<file path="src/rtl/fpm_pkg.sv">
// Shared constants and the S1 pipeline bundle for the binary32 multiplier
// result stage.
package fpm_pkg;

    localparam int          FPM_BIAS    = 127;
    localparam int          FPM_EXP_MAX = 255;
    localparam logic [31:0] FPM_QNAN    = 32'h7FC00000;

    typedef struct packed {
        logic               sign;
        logic signed [9:0]  exp;
        logic [22:0]        mant;
        logic               nan;
        logic               inf;
        logic               zero;
    } fpm_s1_t;

endpackage

</file>
<file path="src/rtl/fpm_result_pack_if.sv">
// Product-in / result-out handshake bundle of the multiplier output stage.
// The producer-plus-consumer side uses master; the pack stage uses slave.
interface fpm_result_pack_if;

    logic               in_valid;
    logic               in_ready;
    logic               in_sign;
    logic signed [9:0]  in_exp;
    logic [47:0]        in_mant;
    logic               in_zero;
    logic               in_inf;
    logic               in_nan;

    logic               out_valid;
    logic               out_ready;
    logic [31:0]        out_result;
    logic               out_ovf;
    logic               out_unf;

    modport master (
        output in_valid, in_sign, in_exp, in_mant, in_zero, in_inf, in_nan,
        output out_ready,
        input  in_ready,
        input  out_valid, out_result, out_ovf, out_unf
    );

    modport slave (
        input  in_valid, in_sign, in_exp, in_mant, in_zero, in_inf, in_nan,
        input  out_ready,
        output in_ready,
        output out_valid, out_result, out_ovf, out_unf
    );

endinterface

</file>
<file path="src/rtl/fpm_norm_round.sv">
// Combinational normalize + round of the 48-bit mantissa product.
// Build option: FPM_ROUND_RNE_EN selects round-to-nearest-even, else truncation.
module fpm_norm_round
    import fpm_pkg::*;
(
    input  logic               sign,
    input  logic signed [9:0]  exp_sum,
    input  logic [47:0]        mant_prod,
    input  logic               nan,
    input  logic               inf,
    input  logic               zero,
    output fpm_s1_t            s1
);

    function automatic logic round_inc(input logic g, input logic s, input logic lsb);
`ifdef FPM_ROUND_RNE_EN
        return g && (s || lsb);
`else
        return 1'b0;
`endif
    endfunction

    logic [22:0]        m;
    logic               g;
    logic               st;
    logic signed [9:0]  e;
    logic               inc;
    logic [23:0]        sum;

    always_comb begin
        // 1.f x 1.f lies in [1,4): the top bit picks which 23 bits form the fraction
        if (mant_prod[47]) begin
            m  = mant_prod[46:24];
            g  = mant_prod[23];
            st = |mant_prod[22:0];
            e  = exp_sum + 10'sd1;
        end else begin
            m  = mant_prod[45:23];
            g  = mant_prod[22];
            st = |mant_prod[21:0];
            e  = exp_sum;
        end

        inc = round_inc(g, st, m[0]);
        sum = {1'b0, m} + {23'b0, inc};

        s1.sign = sign;
        // an all-ones fraction rounding up becomes 1.0 x 2^(e+1)
        s1.exp  = sum[23] ? e + 10'sd1 : e;
        s1.mant = sum[22:0];
        s1.nan  = nan;
        s1.inf  = inf;
        s1.zero = zero;
    end

endmodule

</file>
<file path="src/rtl/fpm_result_pack.sv">
// Two-stage registered output stage of the FP multiplier: normalize/round, then pack.
// Build option: FPM_ROUND_RNE_EN (consumed by fpm_norm_round) enables RNE rounding.
module fpm_result_pack
    import fpm_pkg::*;
(
    input  logic               clk,
    input  logic               rst,
    fpm_result_pack_if.slave   bus
);

    localparam logic signed [9:0] EXP_MAX_S = 10'(FPM_EXP_MAX);

    // Returns {ovf, unf, result}; specials take priority over range checks.
    function automatic logic [33:0] pack_result(input fpm_s1_t s);
        logic [31:0] r;
        logic        ovf;
        logic        unf;
        ovf = 1'b0;
        unf = 1'b0;
        if (s.nan) begin
            r = FPM_QNAN;
        end else if (s.inf) begin
            r = {s.sign, 8'hFF, 23'b0};
        end else if (s.zero) begin
            r = {s.sign, 31'b0};
        end else if ($signed(s.exp) >= EXP_MAX_S) begin
            r   = {s.sign, 8'hFF, 23'b0};
            ovf = 1'b1;
        end else if ($signed(s.exp) <= 10'sd0) begin
            r   = {s.sign, 31'b0};
            unf = 1'b1;
        end else begin
            r = {s.sign, s.exp[7:0], s.mant};
        end
        return {ovf, unf, r};
    endfunction

    fpm_s1_t      norm_p0;
    fpm_s1_t      s1_p1;
    logic         vld_p1;
    logic         vld_p2;
    logic [31:0]  res_p2;
    logic         ovf_p2;
    logic         unf_p2;
    logic         s1_adv;
    logic         s2_adv;

    // ---- stage 0: combinational normalize + round of the incoming product
    fpm_norm_round u_norm_round (
        .sign      (bus.in_sign),
        .exp_sum   (bus.in_exp),
        .mant_prod (bus.in_mant),
        .nan       (bus.in_nan),
        .inf       (bus.in_inf),
        .zero      (bus.in_zero),
        .s1        (norm_p0)
    );

    assign s2_adv      = !vld_p2 || bus.out_ready;
    assign s1_adv      = !vld_p1 || s2_adv;
    assign bus.in_ready = s1_adv;

    // ---- stage 1: rounded bundle register
    always_ff @(posedge clk) begin
        if (s1_adv && bus.in_valid) begin
            s1_p1 <= norm_p0;
        end
    end

    // ---- stage 2: packed result register, valids for both stages
    always_ff @(posedge clk or posedge rst) begin
        if (rst) begin
            vld_p1 <= 1'b0;
            vld_p2 <= 1'b0;
            res_p2 <= '0;
            ovf_p2 <= 1'b0;
            unf_p2 <= 1'b0;
        end else begin
            if (s1_adv) begin
                vld_p1 <= bus.in_valid;
            end
            if (s2_adv) begin
                vld_p2 <= vld_p1;
                if (vld_p1) begin
                    {ovf_p2, unf_p2, res_p2} <= pack_result(s1_p1);
                end
            end
        end
    end

    assign bus.out_valid  = vld_p2;
    assign bus.out_result = res_p2;
    assign bus.out_ovf    = ovf_p2;
    assign bus.out_unf    = unf_p2;

endmodule

</file>
<file path="src/flat_wrapper.sv">
// flat-port wrapper written by rule: the top's interface ports become plain ports
module fpm_result_pack_flat import fpm_pkg::*;
  (clk, rst, bus_in_valid, bus_in_sign, bus_in_exp, bus_in_mant, bus_in_zero, bus_in_inf, bus_in_nan, bus_out_ready, bus_in_ready, bus_out_valid, bus_out_result, bus_out_ovf, bus_out_unf);
  fpm_result_pack_if bus_i ();
  input  logic clk;
  input  logic rst;
  input wire logic [$bits(bus_i.in_valid)-1:0] bus_in_valid;
  input wire logic [$bits(bus_i.in_sign)-1:0] bus_in_sign;
  input wire logic [$bits(bus_i.in_exp)-1:0] bus_in_exp;
  input wire logic [$bits(bus_i.in_mant)-1:0] bus_in_mant;
  input wire logic [$bits(bus_i.in_zero)-1:0] bus_in_zero;
  input wire logic [$bits(bus_i.in_inf)-1:0] bus_in_inf;
  input wire logic [$bits(bus_i.in_nan)-1:0] bus_in_nan;
  input wire logic [$bits(bus_i.out_ready)-1:0] bus_out_ready;
  output wire logic [$bits(bus_i.in_ready)-1:0] bus_in_ready;
  output wire logic [$bits(bus_i.out_valid)-1:0] bus_out_valid;
  output wire logic [$bits(bus_i.out_result)-1:0] bus_out_result;
  output wire logic [$bits(bus_i.out_ovf)-1:0] bus_out_ovf;
  output wire logic [$bits(bus_i.out_unf)-1:0] bus_out_unf;
  assign bus_i.in_valid = bus_in_valid;
  assign bus_i.in_sign = bus_in_sign;
  assign bus_i.in_exp = bus_in_exp;
  assign bus_i.in_mant = bus_in_mant;
  assign bus_i.in_zero = bus_in_zero;
  assign bus_i.in_inf = bus_in_inf;
  assign bus_i.in_nan = bus_in_nan;
  assign bus_i.out_ready = bus_out_ready;
  assign bus_in_ready = bus_i.in_ready;
  assign bus_out_valid = bus_i.out_valid;
  assign bus_out_result = bus_i.out_result;
  assign bus_out_ovf = bus_i.out_ovf;
  assign bus_out_unf = bus_i.out_unf;
  fpm_result_pack u_core (.clk(clk), .rst(rst), .bus(bus_i));
endmodule
</file>
<file path="config.mk">
export PLATFORM = sky130hd
export DESIGN_NAME = fpm_result_pack_flat
export DESIGN_NICKNAME = d
export VERILOG_FILES = /design/src/rtl/fpm_pkg.sv /design/src/rtl/fpm_result_pack_if.sv /design/src/rtl/fpm_norm_round.sv /design/src/rtl/fpm_result_pack.sv /design/src/flat_wrapper.sv
export SDC_FILE = /design/constraint.sdc
export NUM_CORES = 1
export LEC_CHECK = 0
export ABC_CLOCK_PERIOD_IN_PS = 3280
export CAP_MARGIN = 20
export CORE_UTILIZATION = 49
export CTS_BUF_LIST = sky130_fd_sc_hd__clkbuf_16
export DETAILED_ROUTE_END_ITERATION = 6
export PLACE_DENSITY = 0.88
export SYNTH_ARGS = -nofsm -noshare
export SYNTH_HDL_FRONTEND = slang
export SYNTH_SLANG_ARGS = --single-unit
</file>
<file path="constraint.sdc">
create_clock -name clk -period 3.28 [get_ports clk]
set_input_delay 0.656 -clock clk [delete_from_list [all_inputs] [get_ports clk]]
set_output_delay 0.656 -clock clk [all_outputs]
set_load 0.02 [all_outputs]
</file>
### Yosys cells after proc, flatten, opt, wreduce, memory -nomap -nowiden

Index checks and enable logic that the tools add are counted.

| cells by class | value |
|---|---|
| add/sub/neg operators | 1 |
| multiplexer cells | 16 |
| eq/ne operators | 0 |
| bitwise gates (word level) | 0 |
| multipliers | 0 |
| reduce and logical (&&, ||, !) cells | 6 |
| shift-type cells | 0 |
| divide/modulo/power cells | 0 |
| $lt $le $gt $ge | 2 |

Operators with widths:

| operator | count |
|---|---|
| two-way mux 31 bit | 4 |
| two-way mux 32 bit | 1 |
| two-way mux 23 bit | 1 |
| adder 10 x 2 -> 10 bit, second input constant | 1 |
| >= comparator 10 x 9 -> 1 bit, second input constant | 1 |
| <= comparator 10 x 1 -> 1 bit, second input constant | 1 |
| two-way mux 10 bit | 1 |
| two-way mux 1 bit | 9 |
| zero test 1 bit | 2 |
| logical OR 1 bit | 2 |
| AND reduction 2 bit | 1 |
| logical AND 1 bit | 1 |

| word-level totals | value |
|---|---|
| output and inout bits | 36 |
| bits in writable memories | 0 |
| memories | 0 |
| memory bits (read-only) | 0 |
| latch bits | 0 |
| input port bits | 66 |
| flip-flop bits (word level) | 73 |

### Logic depth before layout (Yosys ltp)

| logic depth | value |
|---|---|
| depth after elaboration | 6 |
| depth in mapped cells | 5 |

### Modules after synthesis

From an unflattened synthesis, not the netlist that was laid out.

| second synthesis, totals | value |
|---|---|
| cell total of the unflattened synthesis | 207 |
| area, all modules | 3042.9 µm² |

By module, submodules not included:

| module | area an instance (µm²) | times used | sequential area each (µm²) | cells each |
|---|---|---|---|---|
| fpm_result_pack | 2565.0 | 1 | 2011.9 | 156 |
| fpm_norm_round | 478.0 | 1 | 0.0 | 51 |

### Least setup slack after synthesis

No wires, ideal clock.

| timing path | value |
|---|---|
| path kind | input to register |
| start point | input port bus_out_ready |
| end point | register u_core.s1_p1[0] in the netlist's numbering, enable pin |
| setup slack | 1.022 ns |
| data arrival time | 1.860 ns |
| library setup time | 0.398 ns |
| path buffers | 0 |
| stages on the path | 2 |
| cells stage by stage | nand3b_1 > and2_1 |

| between the ends | value |
|---|---|
| longest elaborated chain between the ends | 3 |

RTL lines:

| what | RTL line | RTL |
|---|---|---|
| from (decl) | flat_wrapper.sv:14 | `input wire logic [$bits(bus_i.out_ready)-1:0] bus_out_ready;` |
| logical OR 1 bit | fpm_result_pack.sv:59 | `assign s2_adv = !vld_p2 \|\| bus.out_ready;` |
| logical OR 1 bit | fpm_result_pack.sv:60 | `assign s1_adv = !vld_p1 \|\| s2_adv;` |
| logical AND 1 bit | fpm_result_pack.sv:65 | `if (s1_adv && bus.in_valid) begin` |
| to (signal assigned) | fpm_result_pack.sv:66 | `s1_p1 <= norm_p0;` |
| to (decl) | fpm_result_pack.sv:39 | `fpm_s1_t s1_p1;` |

Every way passes these cells.
A chain may end at the register's enable or synchronous reset.

### Final worst setup path

| timing path | value |
|---|---|
| start point | input port bus_out_ready |
| end point | output port bus_in_ready |

| between the ends | value |
|---|---|
| longest elaborated chain between the ends | 2 |

RTL lines:

| what | RTL line | RTL |
|---|---|---|
| logical OR 1 bit | fpm_result_pack.sv:59 |  |
| logical OR 1 bit | fpm_result_pack.sv:60 |  |
| to (decl) | flat_wrapper.sv:15 | `output wire logic [$bits(bus_i.in_ready)-1:0] bus_in_ready;` |

Every way passes these cells.

==> results.tsv <==
stage	metric	value	unit
drt	routed_wire_length_per_instance	17.4	um
logic_synthesis	synth_common_cells	edfxtp_1, dfrtp_1, a22o_1, mux2_2	
clock_tree	numCtsBuffers	9	
pwr	p_leak	1.61	nW
timing	min_period	2.55	ns
setup_path	critical_path_class	in2out	
floorplanning	coreArea	5920	um2
drt	ant_nets	0	
setup_path	r2r_end	u_core.bus.out_result[3]	
cells_and_area	nNetsFinal	359	
clock_tree	cts.path.max_buffers	2	
logic_synthesis	synth_area_leader_cell	edfxtp_1	
place	hpwlAfterDp	4.45	mm
clock_tree	clk_pin_slew	0.06	ns
place	gp_congestion	0.846	
setup_path	r2r.worst_path.cells	5	
cells_and_area	drive_gt1_share	14.8	%
cells_and_area	nFillCells	372	
logic_synthesis	ys_seq_area_share	66.8	%
setup_path	endpoint_kind	output port	
timing	hold_violations	0	
worst_hold_path	hold_path_depth	1	
logic_synthesis	syn_avg_cell_area	14.5	um2
logic_synthesis	synth.cell_area	3010	um2
logic_synthesis	synth.top_cell.area_share	36.9	%
timing	fin_setup_tns	0	ns
logic_synthesis	async_reset_ff_share	49.3	%
clock_tree	postCtsHoldBufs	0	
clock_tree	cts_resized	0	
pwr	p_per_area	559	nW/um2
clock_tree	cts.sinks	73	
global_route	grt_pass1_wl	10.0	mm
drt	num_vias	2033	
timing	worst_pin_slew	0.731	ns
pwr	ir_drop	0.494	mV
drt	drc	0	
timing	finalMaxSlewViolations	0	
clock_tree	cts_tree	built	
drt	wl	6.47	mm
setup_path	cp-start-kind	input pin	
logic_synthesis	yosysMostFrequentCell	edfxtp_1	
place	port_buffers	78	
clock_tree	htree_levels	3	
drt	drt_iter0_drc	82	
logic_synthesis	syn_nets	274	
clock_tree	insertion_delay	0.33	ns
flow_run	cap_violations	0	
setup_path	r2r_start	u_core.s1_p1[34]	
timing	final.period_utilization	77.7	%
logic_synthesis	ys_seq_elements	73	
worst_hold_path	hp-class	reg2reg	
drt	firstDrtPassIters	4	
global_route	grt_pass1_vias	2064	
floorplanning	num_rows	28	
run_status	outcome	completed	
logic_synthesis	synthCells	207	
global_route	grt_max_degree	38	
logic_synthesis	dominantRegCellSynth	edfxtp_1	
floorplanning	start_util	50.8	%
setup_path	cp_max_fo	3	
cells_and_area	areaGrowthSynthToFinish	39.4	%
setup_path	r2r_setup_slack	1.26	ns
global_route	grt_overflow	0	
cells_and_area	antenna_cells	0	
setup_path	arrival	1.89	ns
timing	worst_hold_slack	0.456	ns
timing	rsz0062_at_grt	no	
floorplanning	pin_count	102	
clock_tree	cts_root_buf	clkbuf_16	
logic_synthesis	synth.distinct_cells	33	
global_route	antenna_found_initial	0	
timing	fmax	393	MHz
worst_hold_path	hold_path.startpoint	u_core.s1_p1[12]	
timing	timing.slew.headroom	51.2	%
global_route	track_usage	21.6	%
floorplanning	fp.dieW	80.4	um
setup_path	worstPathRequired	2.62	ns
setup_path	startpoint	bus_out_ready	
timing	setup_viol	0	
drt	via_per_inst	5.47	
logic_synthesis	synthTopCellsByArea	edfxtp_1, dfrtp_1, mux2_2	
worst_hold_path	hold_end	u_core.bus.out_result[9]	
floorplanning	die_h	80.4	um
clock_tree	postCtsSetupBuffers	0	
timing	finalClockSkew	0.00554	ns
logic_synthesis	synth_edf_count	37	
floorplanning	dieArea	6460	um2
logic_synthesis	ys_warn_count	0	
## per-layer routing
layer  wire [um]  track usage [%]  share of wire, %
met5           0                0                 0
met4         246             12.5               3.8
met3         299             3.64               4.6
met2        3420             36.8                53
met1        2500             25.6                39
## how the worst max path moves through the flow
stage	cells after the start	slack, ns	to
after CTS	3	0.71	bus_in_ready
after floorplan	2	1.02	u_core.s1_p1[0]
after global routing	3	0.66	bus_in_ready
final	3	0.73	bus_in_ready
after global placement	3	0.77	bus_in_ready
after detailed placement	3	0.72	bus_in_ready
## power breakdown
group,internal (W),leakage (nW),switching [W]
sequential,0.00103,0.814,0.0000335
clock,0.000658,0.158,0.000354
combinational,0.000135,0.640,0.000132
## state kept, by name, indices dropped and copies added (netlist names)
name	cells
u_core.bus.out_result	32
u_core.vld_p1	1
u_core.bus.out_valid	1
u_core.bus.out_ovf	1
u_core.s1_p1	37
u_core.bus.out_unf	1
## placed cells by master (no fill, tap or decap)
master / Yosys / routed
a21oi_1: 5 / 5
a22o_1: 22 / 22
a31oi_1: 3 / 3
a32o_1: 1 / 1
and2_1: 2 / 1
and2_2: 0 / 1
buf_4: 0 / 5
bufinv_16: 0 / 2
clkbuf_16: 0 / 9
clkdlybuf4s50_1: 0 / 78
clkinv_1: 0 / 1
clkinv_2: 0 / 2
clkinv_4: 0 / 1
dfrtp_1: 36 / 36
edfxtp_1: 37 / 37
ha_1: 1 / 1
inv_1: 1 / 2
mux2_1: 5 / 5
mux2_2: 19 / 19
mux2i_1: 1 / 1
nand2_1: 13 / 13
nand2b_1: 3 / 3
nand3_1: 3 / 3
nand3b_1: 2 / 2
nand4_1: 5 / 5
nand4b_1: 1 / 1
nor2_1: 13 / 13
nor2b_1: 1 / 1
nor3_1: 2 / 2
nor3_2: 1 / 1
nor4_4: 1 / 2
o21ai_0: 5 / 5
o21bai_2: 1 / 1
o31ai_1: 2 / 2
or3_1: 1 / 1
or4_4: 1 / 1
xnor2_1: 5 / 5
xor2_1: 4 / 4
## per-stage QoR
step | power [W] | setup WS [ns] | cells | cell area [um2] | utilization, %
floorplan | 0.00121 | 1.02 | 207 | 3010 | -
global placement | 0.00134 | 0.768 | 356 | 3880 | 65.6
detailed placement | 0.00135 | 0.718 | 356 | 3880 | 65.6
CTS | 0.00236 | 0.712 | 372 | 4200 | 70.9
global route | 0.00242 | 0.655 | 372 | 4200 | 70.9
finish | 0.00235 | 0.732 | 372 | 4200 | 70.9
## cell type report
class	count	area (um2)	share of cell area, %
Sequential cell	73	2010	48.0
Multi-Input combinational cell	124	956	22.8
Timing Repair Buffer	83	818	19.5
Clock buffer	9	225	5.37
Tap cell	75	93.8	2.24
Clock inverter	7	86.3	2.06
Inverter	1	3.75	0.0895
## cell families after synthesis
kind of cell	after synthesis	share of synthesized area, %
AO/OA/AOI/OAI	39	9.89
XOR/XNOR	9	2.62
adder cells (fa/ha/maj)	1	0.416
buffers and inverters	10	1.75
flip-flops	73	66.8
multiplexers	25	9.31
AND/OR/NAND/NOR	50	9.19
## worst max-delay path, cell delays in order
cell and delay (ns):
clkdlybuf4s50_1 0.47, nand3b_1 0.15, clkdlybuf4s50_1 0.61
(Power assumes the default switching activity.)
